`config.mk`:
```
export PLATFORM = sky130hd
export DESIGN_NAME = enemy_bullet
export DESIGN_NICKNAME = d
export VERILOG_FILES = /design/src/rtl/enemy_bullet.sv
export SDC_FILE = /design/constraint.sdc
export NUM_CORES = 1
export LEC_CHECK = 0
export CAP_MARGIN = 20
export CORE_MARGIN = 4
export CORE_UTILIZATION = 49
export CTS_BUF_LIST = sky130_fd_sc_hd__clkbuf_16
export CTS_CLUSTER_DIAMETER = 40
export DETAILED_ROUTE_END_ITERATION = 10
export GPL_TIMING_DRIVEN = 0
export MAX_ROUTING_LAYER = met4
export PLACE_DENSITY = 0.87
export SLEW_MARGIN = 20
export SYNTH_ARGS = -nofsm -noshare
export SYNTH_HDL_FRONTEND = slang
export SYNTH_SLANG_ARGS = --single-unit
```
`constraint.sdc`:
```
create_clock -name clk_i -period 3.1 [get_ports clk_i]
set_clock_uncertainty 0.05 [all_clocks]
set_input_delay 0.465 -clock clk_i [delete_from_list [all_inputs] [get_ports clk_i]]
set_output_delay 0.465 -clock clk_i [all_outputs]
set_load 0.02 [all_outputs]
```
`src/rtl/enemy_bullet.sv`:
```
// Single falling alien bullet: spawns at a pseudo-random column after a frame delay,
// falls one step per frame and strobes hit_o when it overlaps the player ship.
module enemy_bullet #(
    parameter logic [7:0] spawn_delay_p = 8'd60,
    parameter logic [9:0] step_p        = 10'd4,
    parameter logic [9:0] spawn_top_p   = 10'd40,
    parameter logic [9:0] bottom_p      = 10'd480,
    parameter logic [9:0] player_top_p  = 10'd394,
    parameter logic [9:0] player_bot_p  = 10'd414
) (
    input  logic       clk_i,
    input  logic       reset_n_i,
    input  logic       frame_i,
    input  logic       enable_i,
    input  logic       clear_i,
    input  logic [9:0] player_left_i,
    input  logic [9:0] player_right_i,
    output logic       hit_o,
    output logic       bullet_o,
    output logic [9:0] bullet_left_o,
    output logic [9:0] bullet_right_o,
    output logic [9:0] bullet_top_o,
    output logic [9:0] bullet_bot_o,
    output logic [1:0] state_o
);

    typedef enum logic [1:0] {
        StIdle = 2'b01,
        StFall = 2'b10
    } state_e;

    state_e     state_q, state_d;
    logic [7:0] delay_q, delay_d;
    logic [9:0] left_q, left_d;
    logic [9:0] top_q, top_d;
    logic       hit_q, hit_d;
    logic [9:0] lfsr_q, lfsr_d;

    logic       tick;
    logic       overlap;
    logic [9:0] spawn_col;
    logic [9:0] top_step;

    // x^10 + x^7 + 1; free-running so spawn columns differ between games.
    assign lfsr_d    = {lfsr_q[8:0], lfsr_q[9] ^ lfsr_q[6]};
    assign spawn_col = 10'd9 + {1'b0, lfsr_q[8:0]} + (lfsr_q[9] ? 10'd100 : 10'd0);

    assign tick     = frame_i & enable_i;
    assign top_step = top_q + step_p;

    assign bullet_left_o  = left_q;
    assign bullet_right_o = left_q + 10'd6;
    assign bullet_top_o   = top_q;
    assign bullet_bot_o   = top_q + 10'd10;
    assign bullet_o       = (state_q == StFall);
    assign hit_o          = hit_q;
    assign state_o        = state_q;

    assign overlap = (bullet_right_o > player_left_i) && (bullet_left_o < player_right_i) &&
                     (bullet_bot_o > player_top_p) && (bullet_top_o < player_bot_p);

    always_comb begin
        state_d = state_q;
        delay_d = delay_q;
        left_d  = left_q;
        top_d   = top_q;
        hit_d   = 1'b0;
        if (clear_i) begin
            state_d = StIdle;
            delay_d = spawn_delay_p;
            top_d   = spawn_top_p;
        end else begin
            case (state_q)
                StIdle: begin
                    if (tick) begin
                        if (delay_q != 8'd0) begin
                            delay_d = delay_q - 8'd1;
                        end else begin
                            left_d  = spawn_col;
                            top_d   = spawn_top_p;
                            state_d = StFall;
                        end
                    end
                end
                StFall: begin
                    if (tick) begin
                        // Hit is tested first so it wins over reaching the bottom.
                        if (overlap) begin
                            hit_d   = 1'b1;
                            state_d = StIdle;
                            delay_d = spawn_delay_p;
                        end else if (top_step >= bottom_p) begin
                            state_d = StIdle;
                            delay_d = spawn_delay_p;
                        end else begin
                            top_d = top_step;
                        end
                    end
                end
                default: begin
                    state_d = StIdle;
                    delay_d = spawn_delay_p;
                    top_d   = spawn_top_p;
                end
            endcase
        end
    end

    always_ff @(posedge clk_i or negedge reset_n_i) begin
        if (!reset_n_i) begin
            state_q <= StIdle;
            delay_q <= spawn_delay_p;
            left_q  <= 10'd0;
            top_q   <= spawn_top_p;
            hit_q   <= 1'b0;
            lfsr_q  <= 10'h001;
        end else begin
            state_q <= state_d;
            delay_q <= delay_d;
            left_q  <= left_d;
            top_q   <= top_d;
            hit_q   <= hit_d;
            lfsr_q  <= lfsr_d;
        end
    end

endmodule

```
==> flow_summary_export.csv, run 1 <==
group,metric,value,unit
layout,multi_input_area,0.00169,mm²
setup_path,crit_type,"reg -> reg",
layout,fin_area,0.00395,mm²
synth,synth_edf_count,0,
route,viasPerCell,5.67,
pwr,p_per_area,354,mW/mm²
setup_path,cpMostUsedCell,"ha_4",
cts,cts_root_buf,"clkbuf_16",
route,drc,0,
cts,clkLatencyLatePin,290,ps
setup_path,crit_fanout,7,
timing,fin_crit_sh,0.986,
setup_path,path_delay_family,"compound AO/OA/AOI/OAI gates",
global_routing,grt_max_degree,22,
timing,hold_slack,73.5,ps
synth,async_flop_share,1.00,
synth,synthesis.instances,312,
setup_path,end_kind,"flip-flop",
synth,yosysSeqAreaShare,0.353,
synth,ys_warn_count,0,
placement,place_congestion,0.900,
setup_path,worstPathArrival,3170,ps
route,routed_wl,7700,µm
run,max_cap_viol_count,0,
setup_path,path_cells,"inv_2 > ha_4 > nor2_4 > nand3_2 > xnor2_2 > ha_4 > nand4_1 > a21oi_2 > o32ai_2 > buf_4 > o21ai_4 > o211ai_4 > mux2_4",
layout,drive_above_1_share,0.205,
pwr,ir_drop,0.000312,V
cts,cts_made_buffers,5,
floorplanning,start_util,0.507,
setup_path,slowest_delay,450,ps
floorplanning,fp.coreArea,0.00551,mm²
cts,htree_levels,2,
layout,fillCellCount,378,
placement,dp_hpwl,5530,µm
timing,tightest_slew,662,ps
route,dr.pass1.iters,4,
timing,setup_viol,0,
floorplanning,ioPinCount,69,
layout,area_growth,41.4,%
layout,fin_nets,452,
cts,cts_sinks,39,
layout,n_antenna_cell,0,
timing,rsz0062_at_grt,"yes",
setup_path,crit_buf_inv,2,
global_routing,grt_antenna_before_repair,0,
floorplanning,num_rows,27,
route,drtIter0Drc,161,
floorplanning,die_x,83.5,µm
timing,finalHoldViolations,0,
route,final_antenna_net_count,0,
synth,syn_avg_cell_area,8.95,µm²
floorplanning,fp.dieH,83.5,µm
synth,synthFlopType,"dfrtp_1",
status,outcome,"finished clean",
setup_path,critPathLaunchType,"flip-flop",
floorplanning,dieArea,0.00697,mm²
setup_path,worst_ep_required_time,3210,ps
global_routing,grt_pass1_wl,12500,µm
hold_path,hold_path_class,"in -> async",
setup_path,r2r.worst_path.cells,13,
setup_path,cp.depth,13,
placement,io_buffers,64,
cts,cts_hold_buf,0,
cts,clockBufferDepth,2,
timing,slew-limit-headroom,0.556,
global_routing,track_usage,0.222,
global_routing,grt.overflow.total,0,
route,wl_per_cell,16.3,µm
pwr,p_leak,0.00175,µW
timing,finalCriticalPeriod,3060,ps
setup_path,cpMaxStageDelayCell,"dfrtp_2",
global_routing,grt_pass1_vias,2673,
timing,drv_slew,0,
synth,synth-seq-cells,39,
layout,seq_area,992,µm²
cts,tritoncts,"done",
placement,dpl-instance-area,0.00359,mm²
synth,syn-cell-area,0.00279,mm²
synth,synth_cell_types,57,
cts,path_clk_slew,60,ps
timing,fmax,0.327,GHz
route,vias,2677,
==> Yosys cell counts, drive strengths merged (3+ instances only) <==
library cell	count	area share
a31oi	5	0.011
a21oi	13	0.026
nand2	38	0.051
buf	13	0.035
dfrtp	31	0.28
xnor2	11	0.035
ha	28	0.13
nor3	8	0.014
mux2	3	0.013
xor2	9	0.028
nor2	13	0.017
nand3	8	0.016
inv	31	0.042
nand4	7	0.016
and2	4	0.0099
o31ai	6	0.016
dfstp	8	0.075
clkbuf	3	0.0040
o21a	3	0.0085
nand2b	4	0.0090
and3	5	0.012
o21ai	26	0.051
nor2b	6	0.013
==> layout by cell type, fill, tap and decap left out, types with 6 or more instances in the layout <==
cell type         n
dfrtp_1          26
xor2_1            7
nor3_1            7
nand3_1           6
a21oi_1           9
dfstp_2           8
o21ai_0          21
xnor2_1          10
inv_1            29
nand2_1          38
clkdlybuf4s50_1  63
nor2b_1           6
nand4_1           7
ha_1             26
nor2_1           11
buf_4            21
==> layout make-up <==
| type | count | share of cell area |
|---|---|---|
| Inverter | 31 | 0.0295 |
| Clock inverter | 3 | 0.0171 |
| Sequential cell | 39 | 0.251 |
| Multi-Input combinational cell | 228 | 0.428 |
| Clock buffer | 5 | 0.0317 |
| Tap cell | 72 | 0.0228 |
| Timing Repair Buffer | 78 | 0.193 |
| Buffer | 16 | 0.0273 |
==> through the flow <==
stage	util	power (µW)	cells	TNS [ps]	setup WS [ps]
4_1_cts	0.695	1390	463	-19.2	-10.8
3_3_place_gp	0.648	707	450	-80.5	-80.5
6_report	0.717	1400	472	0	44.8
3_5_place_dp	0.652	721	451	-136	-136
5_1_grt	0.717	1450	472	-332	-71.1
2_1_floorplan	-	653	314	0	7.78
==> report_power, final <==
part / total (µW) / leakage, µW / switching (µW) / internal (µW)
sequential: 569 / 0.000507 / 25.4 / 543
combinational: 158 / 0.00116 / 78.4 / 79.7
clock: 671 / 0.0000900 / 210 / 461
total: 1400 / 0.00175 / 314 / 1080
==> worst paths after layout <==
check                                                  start                     endpoint  slack [ps]
worst max-delay path            bullet_left_o[2]$_DFFE_PN0P_       delay_q[1]$_DFFE_PN0P_          40
worst min-delay path                               reset_n_i          lfsr_q[8]$_DFF_PN0_          70
worst min register to register           lfsr_q[6]$_DFF_PN0_          lfsr_q[7]$_DFF_PN0_         340
min in group clk_i                       lfsr_q[6]$_DFF_PN0_          lfsr_q[7]$_DFF_PN0_         340
worst max register to register  bullet_left_o[2]$_DFFE_PN0P_       delay_q[1]$_DFFE_PN0P_          40
max in group asynchronous                          reset_n_i  bullet_top_o[3]$_DFFE_PN1P_        2380
==> registers in the layout, indices dropped and copies added (netlist names) <==
name           count
bullet_left_o     10
lfsr_q            10
state_o            2
delay_q            8
hit_o              1
bullet_top_o       8
==> layer usage <==
layer	wire length, µm	GRT usage	vias up
met1	3010	0.258	1277
met5	0	-	-
li1	-	-	1262
met4	195	0.0804	0
met3	426	0.0395	23
met2	4070	0.386	115
==> cells by family (layout without fill, tap and decap cells) <==
family	Yosys count	count (layout)	synth area share
XOR/XNOR	20	20	0.0628
buffers and inverters	47	133	0.0802
AO/OA/AOI/OAI	71	71	0.179
multiplexers	3	3	0.0134
flip-flops	39	39	0.353
other	2	4	0.00269
adder cells (fa/ha/maj)	28	28	0.126
AND/OR/NAND/NOR	102	102	0.183
==> timing repair <==
item | CTS | global route
pin swaps | 4 | 9
setup buffers | 4 | 9
setup endpoints to repair | 3 | 17
gates resized for setup | 2 | 10
(Power assumes the default switching activity.)
==> run 2: changes to the inputs <==
ABC_AREA = 1   (was not set)
==> run 2 against run 1 <==
Synthesized cell count increased by 30%. Largest cell class unchanged. Flip-flop and latch count unchanged. Critical path depth increased by 5. Power increased by 1.4%. Cell area increased by 0.13%. Global-route usage decreased by 1.6 points.
==> flow_summary_export.csv, run 2 <==
group,metric,value,unit
status,outcome,"finished clean",
synth,synth.most_common_cell,"nand2_1",
synth,ys_warn_count,0,
layout,final_cell_mix,"114 x nand2_1, 72 x inv_1, 63 x clkdlybuf4s50_1, 35 x nor2_1, 31 x dfrtp_1",
layout,fillCellCount,444,
layout,drive_above_1_share,0.117,
synth,yosysSeqAreaShare,0.334,
timing,drv_slew,0,
pwr,p_per_area,359,mW/mm²
setup_path,r2r.worst_path.cells,18,
cts,cts_root_buf,"clkbuf_16",
synth,async_flop_share,1.00,
global_routing,grt.overflow.total,0,
floorplanning,start_util,0.502,
floorplanning,fp.dieH,85.6,µm
pwr,p_leak,0.00211,µW
cts,path_clk_slew,60,ps
pwr,seqPwrFrac,0.404,
layout,fin_area,0.00395,mm²
setup_path,end_kind,"flip-flop",
synth,syn-cell-area,0.00295,mm²
pwr,swShare,0.297,
route,routed_wl,7260,µm
route,drtIter0Drc,168,
synth,synth-seq-cells,39,
placement,dpl-instance-area,0.00372,mm²
global_routing,grt_max_degree,30,
global_routing,grt_pass1_vias,2763,
pwr,power_frac_clock,0.352,
synth,synthFlopType,"dfrtp_1",
layout,area_growth,33.9,%
timing,finalHoldViolations,0,
setup_path,crit_fanout,8,
route,dr.pass1.iters,4,
timing,fmax,0.347,GHz
setup_path,crit_type,"reg -> reg",
timing,setup_viol,0,
placement,place_congestion,0.806,
setup_path,r2r-start,"bullet_left_o[1]$_DFFE_PN0P_",
layout,mostFrequentLayoutCell,"nand2_1",
route,viasPerCell,5.02,
setup_path,ff2ff_setup_slack,220,ps
floorplanning,die_x,85.6,µm
pwr,p_sw,422,µW
global_routing,grt_antenna_before_repair,0,
floorplanning,dieArea,0.00733,mm²
placement,dp.cells,547,
route,wl_per_cell,12.9,µm
setup_path,worstPathArrival,3000,ps
placement,io_buffers,64,
layout,n_antenna_cell,0,
placement,dp_hpwl,5500,µm
synth,synth_top_cell_by_area,"dfrtp_1",
setup_path,worst_ep_required_time,3220,ps
synth,syn_avg_cell_area,7.29,µm²
route,drc,0,
pwr,power_report.internal_total,997,µW
cts,tritoncts,"done",
cts,htree_levels,2,
pwr,power,1420,µW
setup_path,critPathLaunchType,"flip-flop",
synth,synthesis.instances,405,
global_routing,track_usage,0.206,
floorplanning,num_rows,28,
floorplanning,fp.coreArea,0.00589,mm²
synth,synth_top_area_frac,0.263,
route,vias,2823,
timing,tightest_slew,806,ps
global_routing,grt_pass1_wl,12100,µm
cts,cts_made_buffers,5,
run,max_cap_viol_count,0,
hold_path,hold_path_class,"in -> async",
layout,fin_nets,539,
floorplanning,ioPinCount,69,
timing,tns,0,ps
cts,clkLatencyLatePin,280,ps
synth,yosys-top-cells-count,"118 x nand2_1, 73 x inv_1, 38 x nor2_1",
pwr,p_comb_frac,0.244,
pwr,ir_drop,0.000286,V
layout,instances_no_fill,562,
timing,finalCriticalPeriod,2880,ps
timing,hold_slack,5.04,ps
setup_path,reg2reg_to,"delay_q[6]$_DFFE_PN0P_",
cts,clockBufferDepth,2,
timing,slew-limit-headroom,0.459,
synth,synth_cell_types,30,
synth,synth_edf_count,0,
synth,yosys-top-cells-area,"dfrtp_1 26%, nand2_1 15%, ha_1 12%, inv_1 9.3%, dfstp_2 7.1%",
route,final_antenna_net_count,0,
timing,fin_crit_sh,0.929,
cts,cts_sinks,39,
## run 2: changes by cell type in the layout (fill, tap and decap cells not counted), sizes merged, moves of 11 or more
cell and delta:
nor2 +28, buf -13, o21ai -11, inv +42, nand2 +85, nand3 +16
## run 2: power by group through the flow
stage               Sequential, µW  Combinational (µW)  Clock [µW]
floorplan                      585                 192           0
global placement               577                 326           0
detailed placement             580                 342           0
CTS                            571                 346         505
global route                   578                 387         528
finish                         573                 346         499
## run 2: kinds of logic after synthesis
| group | count (synthesis) | synth area share |
|---|---|---|
| and+or+nand+nor | 206 | 0.320 |
| other | 2 | 0.00254 |
| buffers and inverters | 81 | 0.111 |
| AOI/OAI and AO/OA | 29 | 0.0521 |
| DFF | 39 | 0.334 |
| xor gates and xnor gates | 20 | 0.0619 |
| adders and majority gates | 28 | 0.119 |
## run 2: layout make-up
class,instances,area [µm²],share of cell area
Sequential cell,39,986,0.249
Multi-Input combinational cell,287,1680,0.425
Tap cell,75,93.8,0.0237
Timing Repair Buffer,72,721,0.182
Clock buffer,5,125,0.0317
Buffer,8,52.6,0.0133
Inverter,73,274,0.0693
Clock inverter,3,20.0,0.00506
## run 2: metal layers
metal / track usage / part of all wire / vias to the layer above
met5: - / 0 / -
met4: 0.0647 / 0.014 / 0
met3: 0.0346 / 0.046 / 10
met2: 0.376 / 0.55 / 72
met1: 0.227 / 0.39 / 1332
li1: - / - / 1409
## run 2: worst max-delay path by stage
stage                            startpoint                     end  cells after the start
6_report       bullet_left_o[1]$_DFFE_PN0P_  delay_q[6]$_DFFE_PN0P_                     18
3_5_place_dp   bullet_left_o[2]$_DFFE_PN0P_  delay_q[7]$_DFFE_PN0P_                     18
4_1_cts        bullet_left_o[2]$_DFFE_PN0P_  delay_q[7]$_DFFE_PN0P_                     18
2_1_floorplan  bullet_left_o[1]$_DFFE_PN0P_  delay_q[0]$_DFFE_PN0P_                     19
3_3_place_gp   bullet_left_o[1]$_DFFE_PN0P_  delay_q[6]$_DFFE_PN0P_                     18
5_1_grt        bullet_left_o[1]$_DFFE_PN0P_  delay_q[6]$_DFFE_PN0P_                     18
## run 2: worst max-delay path, cell delays in order, from the launching register on
cell and delay [ps]:
dfrtp_1 370, inv_2 80, ha_2 200, nor2_2 130, nand3_2 90, nand3b_1 210
xnor2_2 170, ha_1 310, nand2_1 100, nor2_2 150, nand2_1 70, nor2_1 90
nor2_1 60, nor2_2 160, nand2_4 90, nand3_4 110, nand3_4 150, nand2_2 120
nand2_1 50
## run 2: what timing repair did
action | CTS | global route
setup buffers | 0 | 7
resized for setup | 1 | 8
hold buffers | 0 | 0
setup endpoints to repair | 7 | 18
pin swaps | 0 | 5
## run 2: stage by stage
step,utilization,worst slack [ps]
finish,0.672,221
global route,0.672,-60.4
CTS,0.657,8.91
detailed placement,0.632,-35.1
global placement,0.629,45.9
floorplan,-,32.1
==> run 3: changes to the inputs <==
CTS_BUF_LIST = sky130_fd_sc_hd__clkbuf_4 sky130_fd_sc_hd__clkbuf_8   (was sky130_fd_sc_hd__clkbuf_16)
==> run 3 against run 2 <==
Cell area is 1.6% lower. Cell count increased by 0.18%. Highest routed layer unchanged. Global-route usage down 0.83 points. Sequential share of layout area is 0.41 points higher. Critical endpoint is now delay_q[2]$_DFFE_PN1P_. Clock power down 32%. Die area stayed put. Critical path depth is the same. Largest power group unchanged. Sequential power about the same. Register-to-register slack about the same. Combinational power about the same. First-iteration DRC count down 18%.
==> flow_summary_export.csv, run 3 (synthesis gave the netlist of run 2 again) <==
group,metric,value,unit
floorplanning,ioPinCount,69,
cts,cts_sinks,39,
setup_path,ff2ff_setup_slack,210,ps
layout,drive_above_1_share,0.113,
setup_path,critPathLaunchType,"flip-flop",
route,drc,0,
placement,dp_hpwl,5500,µm
hold_path,hold_end,"lfsr_q[7]$_DFF_PN0_",
placement,dpl-instance-area,0.00372,mm²
setup_path,r2r.worst_path.cells,18,
pwr,p_per_area,324,mW/mm²
timing,finalCriticalPeriod,2890,ps
placement,place_congestion,0.806,
route,routed_wl,7020,µm
timing,tightest_slew,783,ps
layout,fillCellCount,465,
timing,finalHoldViolations,0,
floorplanning,num_rows,28,
timing,drv_slew,0,
setup_path,cpMaxStageDelayCell,"dfrtp_1",
pwr,p_leak,0.00208,µW
run,max_cap_viol_count,0,
hold_path,hold_path_class,"reg -> reg",
setup_path,slowest_delay,380,ps
layout,fin_nets,540,
setup_path,setup.worst_path.start,"bullet_left_o[1]$_DFFE_PN0P_",
timing,hold_slack,336,ps
timing,fin_crit_sh,0.933,
global_routing,grt.overflow.total,0,
setup_path,r2r-start,"bullet_left_o[1]$_DFFE_PN0P_",
setup_path,crit_fanout,6,
layout,n_antenna_cell,0,
setup_path,worstPathArrival,3080,ps
route,dr.pass1.iters,4,
hold_path,min_path_cells,0,
setup_path,crit_type,"reg -> reg",
route,wl_per_cell,12.5,µm
cts,clockBufferDepth,2,
hold_path,min-delay-start,"lfsr_q[6]$_DFF_PN0_",
layout,area_growth,31.7,%
floorplanning,fp.dieH,85.6,µm
global_routing,track_usage,0.197,
cts,clkLatencyLatePin,300,ps
layout,multi_input_area,0.00168,mm²
layout,final_cell_mix,"116 x nand2_1, 72 x inv_1, 63 x clkdlybuf4s50_1, 35 x nor2_1, 31 x dfrtp_1",
cts,cts_root_buf,"clkbuf_8",
floorplanning,die_x,85.6,µm
floorplanning,dieArea,0.00733,mm²
global_routing,grt_pass1_vias,2717,
global_routing,grt_max_degree,30,
setup_path,end_kind,"flip-flop",
global_routing,grt_pass1_wl,11600,µm
route,viasPerCell,4.99,
timing,fmax,0.346,GHz
layout,mostFrequentLayoutCell,"nand2_1",
route,vias,2808,
route,final_antenna_net_count,0,
timing,setup_viol,0,
placement,io_buffers,64,
layout,fin_area,0.00389,mm²
status,outcome,"finished clean",
cts,htree_levels,2,
global_routing,grt_antenna_before_repair,0,
layout,seq_area,986,µm²
cts,tritoncts,"done",
setup_path,path_cells,"inv_2 > ha_2 > nor2_2 > nand3_2 > nand3b_1 > xnor2_2 > ha_1 > nand2_1 > nor2_2 > nand2_1 > nor2_1 > nor2_1 > nor2_2 > nand2_4 > nand3_4 > buf_4 > nand4_1 > nand2_1",
floorplanning,start_util,0.502,
cts,cts_made_buffers,5,
floorplanning,fp.coreArea,0.00589,mm²
pwr,ir_drop,0.000307,V
cts,path_clk_slew,80,ps
setup_path,reg2reg_to,"delay_q[2]$_DFFE_PN1P_",
timing,slew-limit-headroom,0.474,
route,drtIter0Drc,137,
setup_path,worst_ep_required_time,3290,ps
-- run 3: cell types whose count changed in the layout (fill, tap and decap cells not counted), moves of 2 or more --
cell,change
clkbuf_16,-5
nand2_1,+2
nand2_2,-2
clkbuf_8,+5
-- run 3: critical path: cells and delay by family (launching register included) --
kind	cells	cell delay (ps)
flops	1	380
buf+inv	2	220
fa+ha+maj	2	510
xor+xnor	1	170
simple gates	13	1500
-- run 3: worst max path at each step --
| stage | endpoint | slack (ps) | depth (start not counted) |
|---|---|---|---|
| final | delay_q[2]$_DFFE_PN1P_ | 210 | 18 |
| after global routing | delay_q[2]$_DFFE_PN1P_ | -80 | 18 |
| after CTS | delay_q[6]$_DFFE_PN0P_ | 40 | 18 |
| after detailed placement | delay_q[7]$_DFFE_PN0P_ | -40 | 18 |
| after global placement | delay_q[6]$_DFFE_PN0P_ | 50 | 18 |
| after floorplan | delay_q[0]$_DFFE_PN0P_ | 30 | 19 |
-- run 3: power breakdown --
part,internal [µW],switching (µW)
registers,542,30.1
clock network,156,185
logic,158,190
total,857,405
-- run 3: what timing repair did --
item | CTS | global route
pin swaps | 0 | 5
endpoints found under the setup margin | 5 | 18
endpoints found under the hold margin | 5 | 0
resized for setup | 1 | 6
hold buffers | 1 | 0
setup buffers | 0 | 7
-- run 3: layer usage --
layer,share of wire,global-route usage
met2,0.55,0.353
met5,0,-
met1,0.40,0.220
met3,0.044,0.0375
met4,0.013,0.0662
-- run 3: layout make-up --
type	count	share of cell area
well taps	75	0.0241
plain buffers	8	0.0135
inverters	73	0.0705
repair buffers	73	0.185
multi-input cells	287	0.431
flip-flops and latches	39	0.254
clock buffers	5	0.0177
clock inverters	3	0.00515
-- run 3: through the flow --
step	total power, µW	utilization	TNS, ps	cells	setup slack (ps)
after floorplan	777	-	0	407	32.1
after CTS	1270	0.649	0	556	40.3
after detailed placement	922	0.632	-132	547	-35.1
after global placement	903	0.629	0	546	45.9
after global routing	1340	0.661	-370	563	-80.0
final	1260	0.661	0	563	207
